$ cat src/rtl/limb_norm_pkg.sv
// Shared definitions for the limb carry normalizer.
//   num_limbs(n)    : limb count produced by an n-limb signed multiplier (2n+1)
//   carry_w(b, w)   : signed carry width for a b+1-bit limb split into w-bit digits
//   norm_state_t    : normalizer control states
package limb_norm_pkg;

  localparam int DEF_NUM_ELEMENTS = 17;
  localparam int DEF_BIT_LEN      = 17;
  localparam int DEF_WORD_LEN     = 16;

  function automatic int num_limbs(input int numElements);
    return 2 * numElements + 1;
  endfunction

  // A limb plus an incoming carry stays below 2^(bitLen+1) in magnitude, so the
  // arithmetic-shifted carry needs bitLen-wordLen+2 bits; one more gives margin.
  function automatic int carry_w(input int bitLen, input int wordLen);
    return bitLen - wordLen + 3;
  endfunction

  localparam int DEF_NUM_LIMBS = num_limbs(DEF_NUM_ELEMENTS);
  localparam int DEF_CARRY_W   = carry_w(DEF_BIT_LEN, DEF_WORD_LEN);

  typedef enum logic [1:0] {
    IDLE = 2'd0,
    PROP = 2'd1,
    DONE = 2'd2
  } norm_state_t;

endpackage

$ cat src/rtl/limb_carry_cell.sv
// One combinational carry-resolution step.
//   limb_i  : signed redundant limb, BIT_LEN+1 bits
//   carry_i : signed carry arriving from the next-lower limb
//   digit_o : canonical unsigned WORD_LEN-bit digit
//   carry_o : signed carry to the next-higher limb (arithmetic shift, never truncated)
module limb_carry_cell
  import limb_norm_pkg::*;
#(
  parameter int  BIT_LEN  = DEF_BIT_LEN,
  parameter int  WORD_LEN = DEF_WORD_LEN,
  localparam int CARRY_W  = carry_w(BIT_LEN, WORD_LEN)
) (
  input  logic signed [BIT_LEN:0]   limb_i,
  input  logic signed [CARRY_W-1:0] carry_i,
  output logic        [WORD_LEN-1:0] digit_o,
  output logic signed [CARRY_W-1:0] carry_o
);

  logic signed [BIT_LEN+1:0] sum;

  // Both operands are sign-extended to BIT_LEN+2 bits so the sum cannot overflow;
  // the low bits become the digit and the arithmetic shift yields the signed carry.
  always_comb begin
    sum     = {limb_i[BIT_LEN], limb_i}
            + {{(BIT_LEN + 2 - CARRY_W){carry_i[CARRY_W-1]}}, carry_i};
    digit_o = sum[WORD_LEN-1:0];
    carry_o = CARRY_W'(sum >>> WORD_LEN);
  end

endmodule

$ cat src/rtl/limb_carry_normalizer.sv
// Sequential carry propagation for the signed limb multiplier output.
// Accepts NUM_LIMBS signed redundant limbs, resolves LIMBS_PER_CYCLE of them per
// cycle through a chain of limb_carry_cell instances, and presents canonical
// WORD_LEN-bit digits plus the signed carry out of the top limb.
//   clk, rst              : clock, asynchronous active-high reset
//   in_valid / in_ready   : operand handshake (accepted only in IDLE)
//   in_limbs              : redundant input limbs, index 0 least significant
//   out_valid / out_ready : result handshake (held stable until accepted)
//   out_digits            : canonical digits, index 0 least significant
//   out_carry             : signed carry out of the top limb
//   out_neg               : result is negative
//   out_err               : carry not in {0,-1}, result does not fit the digits
module limb_carry_normalizer
  import limb_norm_pkg::*;
#(
  parameter int  NUM_ELEMENTS    = DEF_NUM_ELEMENTS,
  parameter int  BIT_LEN         = DEF_BIT_LEN,
  parameter int  WORD_LEN        = DEF_WORD_LEN,
  parameter int  LIMBS_PER_CYCLE = 1,
  localparam int NUM_LIMBS       = num_limbs(NUM_ELEMENTS),
  localparam int CARRY_W         = carry_w(BIT_LEN, WORD_LEN)
) (
  input  logic                       clk,
  input  logic                       rst,
  input  logic                       in_valid,
  output logic                       in_ready,
  input  logic signed [BIT_LEN:0]    in_limbs [NUM_LIMBS],
  output logic                       out_valid,
  input  logic                       out_ready,
  output logic        [WORD_LEN-1:0] out_digits [NUM_LIMBS],
  output logic signed [CARRY_W-1:0]  out_carry,
  output logic                       out_neg,
  output logic                       out_err
);

  localparam int IDX_W = $clog2(NUM_LIMBS + LIMBS_PER_CYCLE + 1);
  localparam int SEL_W = $clog2(NUM_LIMBS);

  norm_state_t               state_q, state_d;
  logic signed [BIT_LEN:0]   limbBuf_q [NUM_LIMBS];
  logic [WORD_LEN-1:0]       digits_q  [NUM_LIMBS];
  logic [IDX_W-1:0]          idx_q;
  logic signed [CARRY_W-1:0] carry_q;
  logic                      outValid_q;

  logic                      laneValid [LIMBS_PER_CYCLE];
  logic [SEL_W-1:0]          laneSel   [LIMBS_PER_CYCLE];
  logic [WORD_LEN-1:0]       laneDigit [LIMBS_PER_CYCLE];
  logic signed [CARRY_W-1:0] chunkCarry;
  logic                      lastChunk;

  // Carry chain for one chunk. Lanes past the top limb in the final partial
  // chunk pass their incoming carry straight through instead of feeding a zero
  // limb through a cell, which would re-shift (and corrupt) a negative carry.
  for (genvar k = 0; k < LIMBS_PER_CYCLE; k++) begin : g_lane
    logic [IDX_W-1:0]          laneIdx;
    logic signed [BIT_LEN:0]   limb;
    logic signed [CARRY_W-1:0] cin;
    logic signed [CARRY_W-1:0] cout;

    assign laneIdx      = idx_q + IDX_W'(k);
    assign laneValid[k] = (laneIdx < IDX_W'(NUM_LIMBS));
    assign laneSel[k]   = laneIdx[SEL_W-1:0];
    assign limb         = laneValid[k] ? limbBuf_q[laneSel[k]] : '0;

    if (k == 0) begin : g_head
      assign cin = carry_q;
    end else begin : g_link
      assign cin = laneValid[k-1] ? g_lane[k-1].cout : g_lane[k-1].cin;
    end

    limb_carry_cell #(
      .BIT_LEN (BIT_LEN),
      .WORD_LEN(WORD_LEN)
    ) u_cell (
      .limb_i (limb),
      .carry_i(cin),
      .digit_o(laneDigit[k]),
      .carry_o(cout)
    );
  end

  assign chunkCarry = laneValid[LIMBS_PER_CYCLE-1] ? g_lane[LIMBS_PER_CYCLE-1].cout
                                                   : g_lane[LIMBS_PER_CYCLE-1].cin;
  assign lastChunk  = (int'(idx_q) + LIMBS_PER_CYCLE) >= NUM_LIMBS;

  // State register.
  always_ff @(posedge clk or posedge rst) begin
    if (rst) begin
      state_q <= IDLE;
    end else begin
      state_q <= state_d;
    end
  end

  // Next state and handshake outputs. DONE spends its first cycle raising
  // out_valid, so the result is only offered once it has settled in registers.
  always_comb begin
    state_d   = state_q;
    in_ready  = 1'b0;
    out_valid = outValid_q;
    case (state_q)
      IDLE: begin
        in_ready = 1'b1;
        if (in_valid) state_d = PROP;
      end
      PROP: begin
        if (lastChunk) state_d = DONE;
      end
      DONE: begin
        if (outValid_q && out_ready) state_d = IDLE;
      end
      default: state_d = IDLE;
    endcase
  end

  // Datapath: operand capture, chunked carry resolution and result hold.
  always_ff @(posedge clk or posedge rst) begin
    if (rst) begin
      idx_q      <= '0;
      carry_q    <= '0;
      outValid_q <= 1'b0;
      for (int i = 0; i < NUM_LIMBS; i++) begin
        limbBuf_q[i] <= '0;
        digits_q[i]  <= '0;
      end
    end else begin
      case (state_q)
        IDLE: begin
          if (in_valid) begin
            limbBuf_q <= in_limbs;
            idx_q     <= '0;
            carry_q   <= '0;
          end
        end
        PROP: begin
          idx_q   <= idx_q + IDX_W'(LIMBS_PER_CYCLE);
          carry_q <= chunkCarry;
          for (int k = 0; k < LIMBS_PER_CYCLE; k++) begin
            if (laneValid[k]) digits_q[laneSel[k]] <= laneDigit[k];
          end
        end
        DONE: begin
          if (!outValid_q) begin
            outValid_q <= 1'b1;
          end else if (out_ready) begin
            outValid_q <= 1'b0;
          end
        end
        default: ;
      endcase
    end
  end

  assign out_digits = digits_q;
  assign out_carry  = carry_q;
  assign out_neg    = carry_q[CARRY_W-1];
  assign out_err    = (carry_q != '0) && (carry_q != '1);

endmodule

$ cat config.mk
export PLATFORM = sky130hd
export DESIGN_NAME = limb_carry_normalizer
export DESIGN_NICKNAME = d
export VERILOG_FILES = /design/src/rtl/limb_norm_pkg.sv /design/src/rtl/limb_carry_cell.sv /design/src/rtl/limb_carry_normalizer.sv
export SDC_FILE = /design/constraint.sdc
export NUM_CORES = 2
export LEC_CHECK = 0
export CAP_MARGIN = 0
export CORE_AREA = 2 2 464 466
export CTS_CLUSTER_SIZE = 8
export DETAILED_ROUTE_END_ITERATION = 8
export DIE_AREA = 0 0 466 468
export GPL_TIMING_DRIVEN = 1
export PLACE_DENSITY = 0.55
export RECOVER_POWER = 25
export SYNTH_ARGS = -nofsm -noshare
export SYNTH_HDL_FRONTEND = slang
export SYNTH_SLANG_ARGS = --single-unit
$ cat constraint.sdc
create_clock -name clk -period 65.8 [get_ports clk]
set_clock_uncertainty 0.2 [all_clocks]
set_input_delay 13.16 -clock clk [delete_from_list [all_inputs] [get_ports clk]]
set_output_delay 13.16 -clock clk [all_outputs]
set_load 0.1 [all_outputs]
# Word-level counts from Yosys, hierarchy flattened

Index checks and enable logic that the tools add are counted.

Output and inout port bits: 568
Register bits: 1203

Bitwise gates (word level): 1
$add $sub $neg: 3
Multiplexer cells: 19
$lt $le $gt $ge: 4
Reductions and logical operators: 11
Equal/unequal tests: 7

Operators with widths:

| operator                                                   | count |
|---|---|
| bitwise mux 560 bit                                        | 1 |
| binary-select mux 18 bit (select 6 bit)                    | 1 |
| demux 16 bit (select 6 bit)                                | 1 |
| two-way mux 18 bit                                         | 3 |
| adder 18 x 4 -> 19 bit                                     | 1 |
| two-way mux 16 bit                                         | 1 |
| case mux 6 bit (2 select lines)                            | 1 |
| two-way mux 4 bit                                          | 2 |
| != test 2 bit, second input constant                       | 4 |
| case mux 4 bit (2 select lines)                            | 1 |
| adder 6 x 1 -> 7 bit, second input constant                | 1 |
| >= comparator 7 x 6 -> 1 bit, second input constant        | 1 |
| >= comparator 7 bit, second input constant                 | 1 |
| less-than comparator 7 x 1 -> 1 bit, second input constant | 1 |
| NOT 6 -> 7 bit                                             | 1 |
| adder 6 x 1 -> 6 bit, second input constant                | 1 |
| less-than comparator 6 bit, second input constant          | 1 |
| two-way mux 2 bit                                          | 3 |
| two-way mux 6 bit                                          | 1 |
| case mux 2 bit (3 select lines)                            | 1 |
| AND reduction 2 bit                                        | 3 |
| AND reduction 3 bit                                        | 2 |
| != test 4 bit, second input constant                       | 1 |
| nonzero test 4 bit                                         | 1 |
| other kinds (6)                                            | 10 |

# Logic depth before layout (Yosys ltp)

Depth after elaboration: 8
Depth in mapped cells: 23
Mapped depth without buffers: 15

# Modules after synthesis

A second synthesis with hierarchy kept.

Cell total of the unflattened synthesis: 4758
Area total of the unflattened synthesis: 51146.6 sq um

Modules (own cells, without submodules):

| module                | area each (sq um) | times used | cells an instance |
|---|---|---|---|
| limb_carry_normalizer | 50307.0           | 1          | 4646 |
| limb_carry_cell       | 839.6             | 1          | 112 |

# Worst setup path after synthesis

Ideal clock, no wire load.

Path kind: register -> output
From: register carry_q[2], in the netlist out_carry[2]
To: output out_err
Stages on the path, launching flop included: 3
Slack: 49.805 ns
Buffers on the path: 0
Arrival: 2.635 ns
Path through: dfrtp_1 -> nor3_1 -> nor2_1

Longest elaborated chain between the ends: 2
Elaborated cells on any way between the ends: 3

RTL lines:

| element                                                    | line                         | RTL |
|---|---|---|
| start, declared                                            | limb_carry_normalizer.sv:43  | `logic signed [CARRY_W-1:0] carry_q;` |
| start signal, assigned                                     | limb_carry_normalizer.sv:138 | `carry_q <= chunkCarry;` |
| != test 4 bit / nonzero test 4 bit (equally long branches) | limb_carry_normalizer.sv:158 | `assign out_err = (carry_q != '0) && (carry_q != '1);` |
| logical AND 1 bit *                                        | limb_carry_normalizer.sv:158 |  |
| end, declared                                              | limb_carry_normalizer.sv:33  | `output logic out_err` |

Mark *: on every way between the ends. The rest lies on a longest branch, timed or not.

==> summary.txt <==
Count of final hold-check violations -> 0
Starting density of the core -> 23.5%
TritonCTS clock tree -> yes
Hold_buf cts -> 0
Max-cap violation count -> 24
Worst slew margin -> -269%
I/O Pins -> 1202
Die X -> 466 um
Crit-path slowest cell -> clkinvlp_2
Max Fclk -> 46.7 MHz
Area grow syn2layout -> 39.2%
Sequential area share after synthesis -> 60.0%
Clock buffer depth -> 3
Worst r2r src -> idx_q[0]
EDFF count, synth -> 0
Syn Nets -> 6187
Crit path required time -> 66380 ps
DRT Pass-1 Iters -> 7
Synth async-reset ratio -> 100%
Commonest non-fill, non-tap cell in the layout -> nand2_1
FF-to-FF setup slack -> 54820 ps
Warning count from the yosys run -> 0
Grt total ovfl -> 0
Worst setup EP type -> async pin
Largest net degree at the start of global routing -> 210
Outcome -> finished, violations left
DR iter-0 viols -> 3316
Share of layout cells above drive strength 1 -> 5.51%
Fin util -> 32.7%
Post-CTS Setup Bufs -> 0
Routed via count -> 43606
Routed Antenna Nets -> 0
Final Cycle Share -> 32.6%
CTS sink count -> 1202
CP Max Fanout -> 137
DRC violations left -> 0
# rows -> 170
Period minus WS final -> 21420 ps
Post-CTS Resized -> 0
Leakage -> 31.7 nW
Failing checks -> max-capacitance violations, max-slew violations
VDD IR max -> 0.0000810 V
Synthesized instance count -> 5532
Clock transition at the registers of the reported paths -> 50 ps
Worst min path class -> reg -> reg
GP Congestion -> 0.887
CP peak stage delay -> 3040 ps
TNS Setup -> 0 ps
GR Util All Layers -> 20.2%
Syn avg cell area -> 9.06 um2
Initial antenna violation count -> 47
Number of synthesized register bits -> 1202
Die height -> 468 um
Clk Latency, worst-skew pair -> 820 ps
Routed len/inst -> 24.0 um
Root Buffer -> clkbuf_16
Vias per cell -> 4.60
Slew Limit Fails -> 998
Crit path DAT -> 22000 ps
Design area -> 0.0697 mm2
First-pass GRT wire length -> 318 mm
RSZ-0062 raised after global routing -> no
CP startpoint -> rst
Final setup fails -> 0
Hold_sp -> limbBuf_q[1]
Synthesized area -> 0.0501 mm2
Core area -> 0.213 mm2
Nets -> 7241
Most frequent cells in the layout -> nand2_1 (2462), dfrtp_1 (1202), clkdlybuf4s50_1 (1196)
Final HPWL from detailed placement -> 160 mm
Clock buffer count from CTS -> 170
PwrDens -> 61.4 mW/mm2
Worst setup SP type -> primary input
Routed WL -> 227 mm
Actual transition at the worst max-transition pin -> 5500 ps
Vias in the first global route -> 43243
Post-DP Area -> 0.0651 mm2
WS Path Type -> in -> async
Port Buf Inserts -> 1201
CTS H-tree depth -> 4
Synth unique cells -> 66
Die area -> 0.218 mm2
Main synth FF type -> dfrtp_1
Crit path cell chain -> dlygate4sd3_1, clkinvlp_2, clkbuf_1, buf_12, buf_4, buf_4
Critical path's most frequent cell -> buf_4
## cell type report
cell class / count / area (um2)
fill: 21929 / 144000
tap: 2838 / 3550
antenna: 30 / 75.1
clock inverter: 17 / 314
timing repair buffer: 1302 / 12800
sequential: 1202 / 30100
inverter: 7 / 27.5
multi-input combinational: 3903 / 18600
clock buffer: 177 / 4330
## registers in the layout, summed over array words and instances (netlist names)
register    flops
out_valid       1
out_carry       3
idx_q           6
out_digits    560
limbBuf_q     630
state_q         2
## worst max-delay path: cells and delay by family
| family | cells | cell delay (ps) |
|---|---|---|
| buf+inv | 6 | 8370 |
## metal layers
layer	global-route usage, %	vias to the layer above	wire length (um)
met1	24.7	21332	92800
met2	34.4	1602	111000
li1	-	20294	-
met3	4.57	340	14500
met5	0	-	272
met4	8.20	38	8500
## cells in the mapped netlist (all sizes together) (6+ instances only)
master | n | area, um2
nand4 | 43 | 275
nand2b | 7 | 43.8
mux2 | 35 | 394
nor2 | 130 | 495
o211ai | 28 | 210
xor2 | 6 | 60.1
a22o | 28 | 245
nor3b | 6 | 76.3
dfrtp | 1202 | 30100
o21ai | 496 | 2480
a21oi | 86 | 434
nand2 | 2469 | 9280
a221oi | 31 | 272
o31ai | 21 | 158
a211oi | 6 | 45.0
nor2b | 6 | 37.5
nor3 | 25 | 153
a31oi | 44 | 275
a21o | 7 | 52.6
xnor2 | 7 | 61.3
a41oi | 8 | 70.1
or3 | 30 | 188
inv | 7 | 26.3
mux2i | 49 | 490
nand3 | 44 | 220
buf | 80 | 389
ha | 20 | 250
clkbuf | 340 | 1280
a22oi | 235 | 1760
## where the power goes
group          switching (mW)  internal [mW]  total, mW
Clock                   0.329          0.467      0.796
Sequential              0.164           1.02       1.18
Combinational            1.84          0.467       2.30
Total                    2.33           1.95       4.28
## through the flow
step	total power [mW]	hold WS (ps)	worst slack [ps]	cells
5_1_grt	4.50	285	43060	9461
3_3_place_gp	3.52	257	47650	9252
3_5_place_dp	3.56	262	47570	9252
2_1_floorplan	2.53	245	18580	5532
6_report	4.28	269	44380	9476
4_1_cts	4.37	274	48460	9446
## final timing paths
check                                  endpoint  cells after the start
worst min-delay path               limbBuf_q[1]                      2
max in group clk                 limbBuf_q[284]                      7
worst max-delay path             limbBuf_q[147]                      6
worst max register to register  out_digits[283]                     14
min in group asynchronous       out_digits[453]                      2
worst min register to register     limbBuf_q[1]                      2
## cells by family after synthesis
family | count (synthesis) | synth area share (%)
and+or+nand+nor | 2774 | 21.7
AOI/OAI and AO/OA | 1011 | 12.4
DFF | 1202 | 60.0
xor gates and xnor gates | 13 | 0.242
muxes | 84 | 1.77
buffers and inverters | 427 | 3.38
adders and majority gates | 21 | 0.539
No activity file was read; power rests on OpenSTA's default activity.
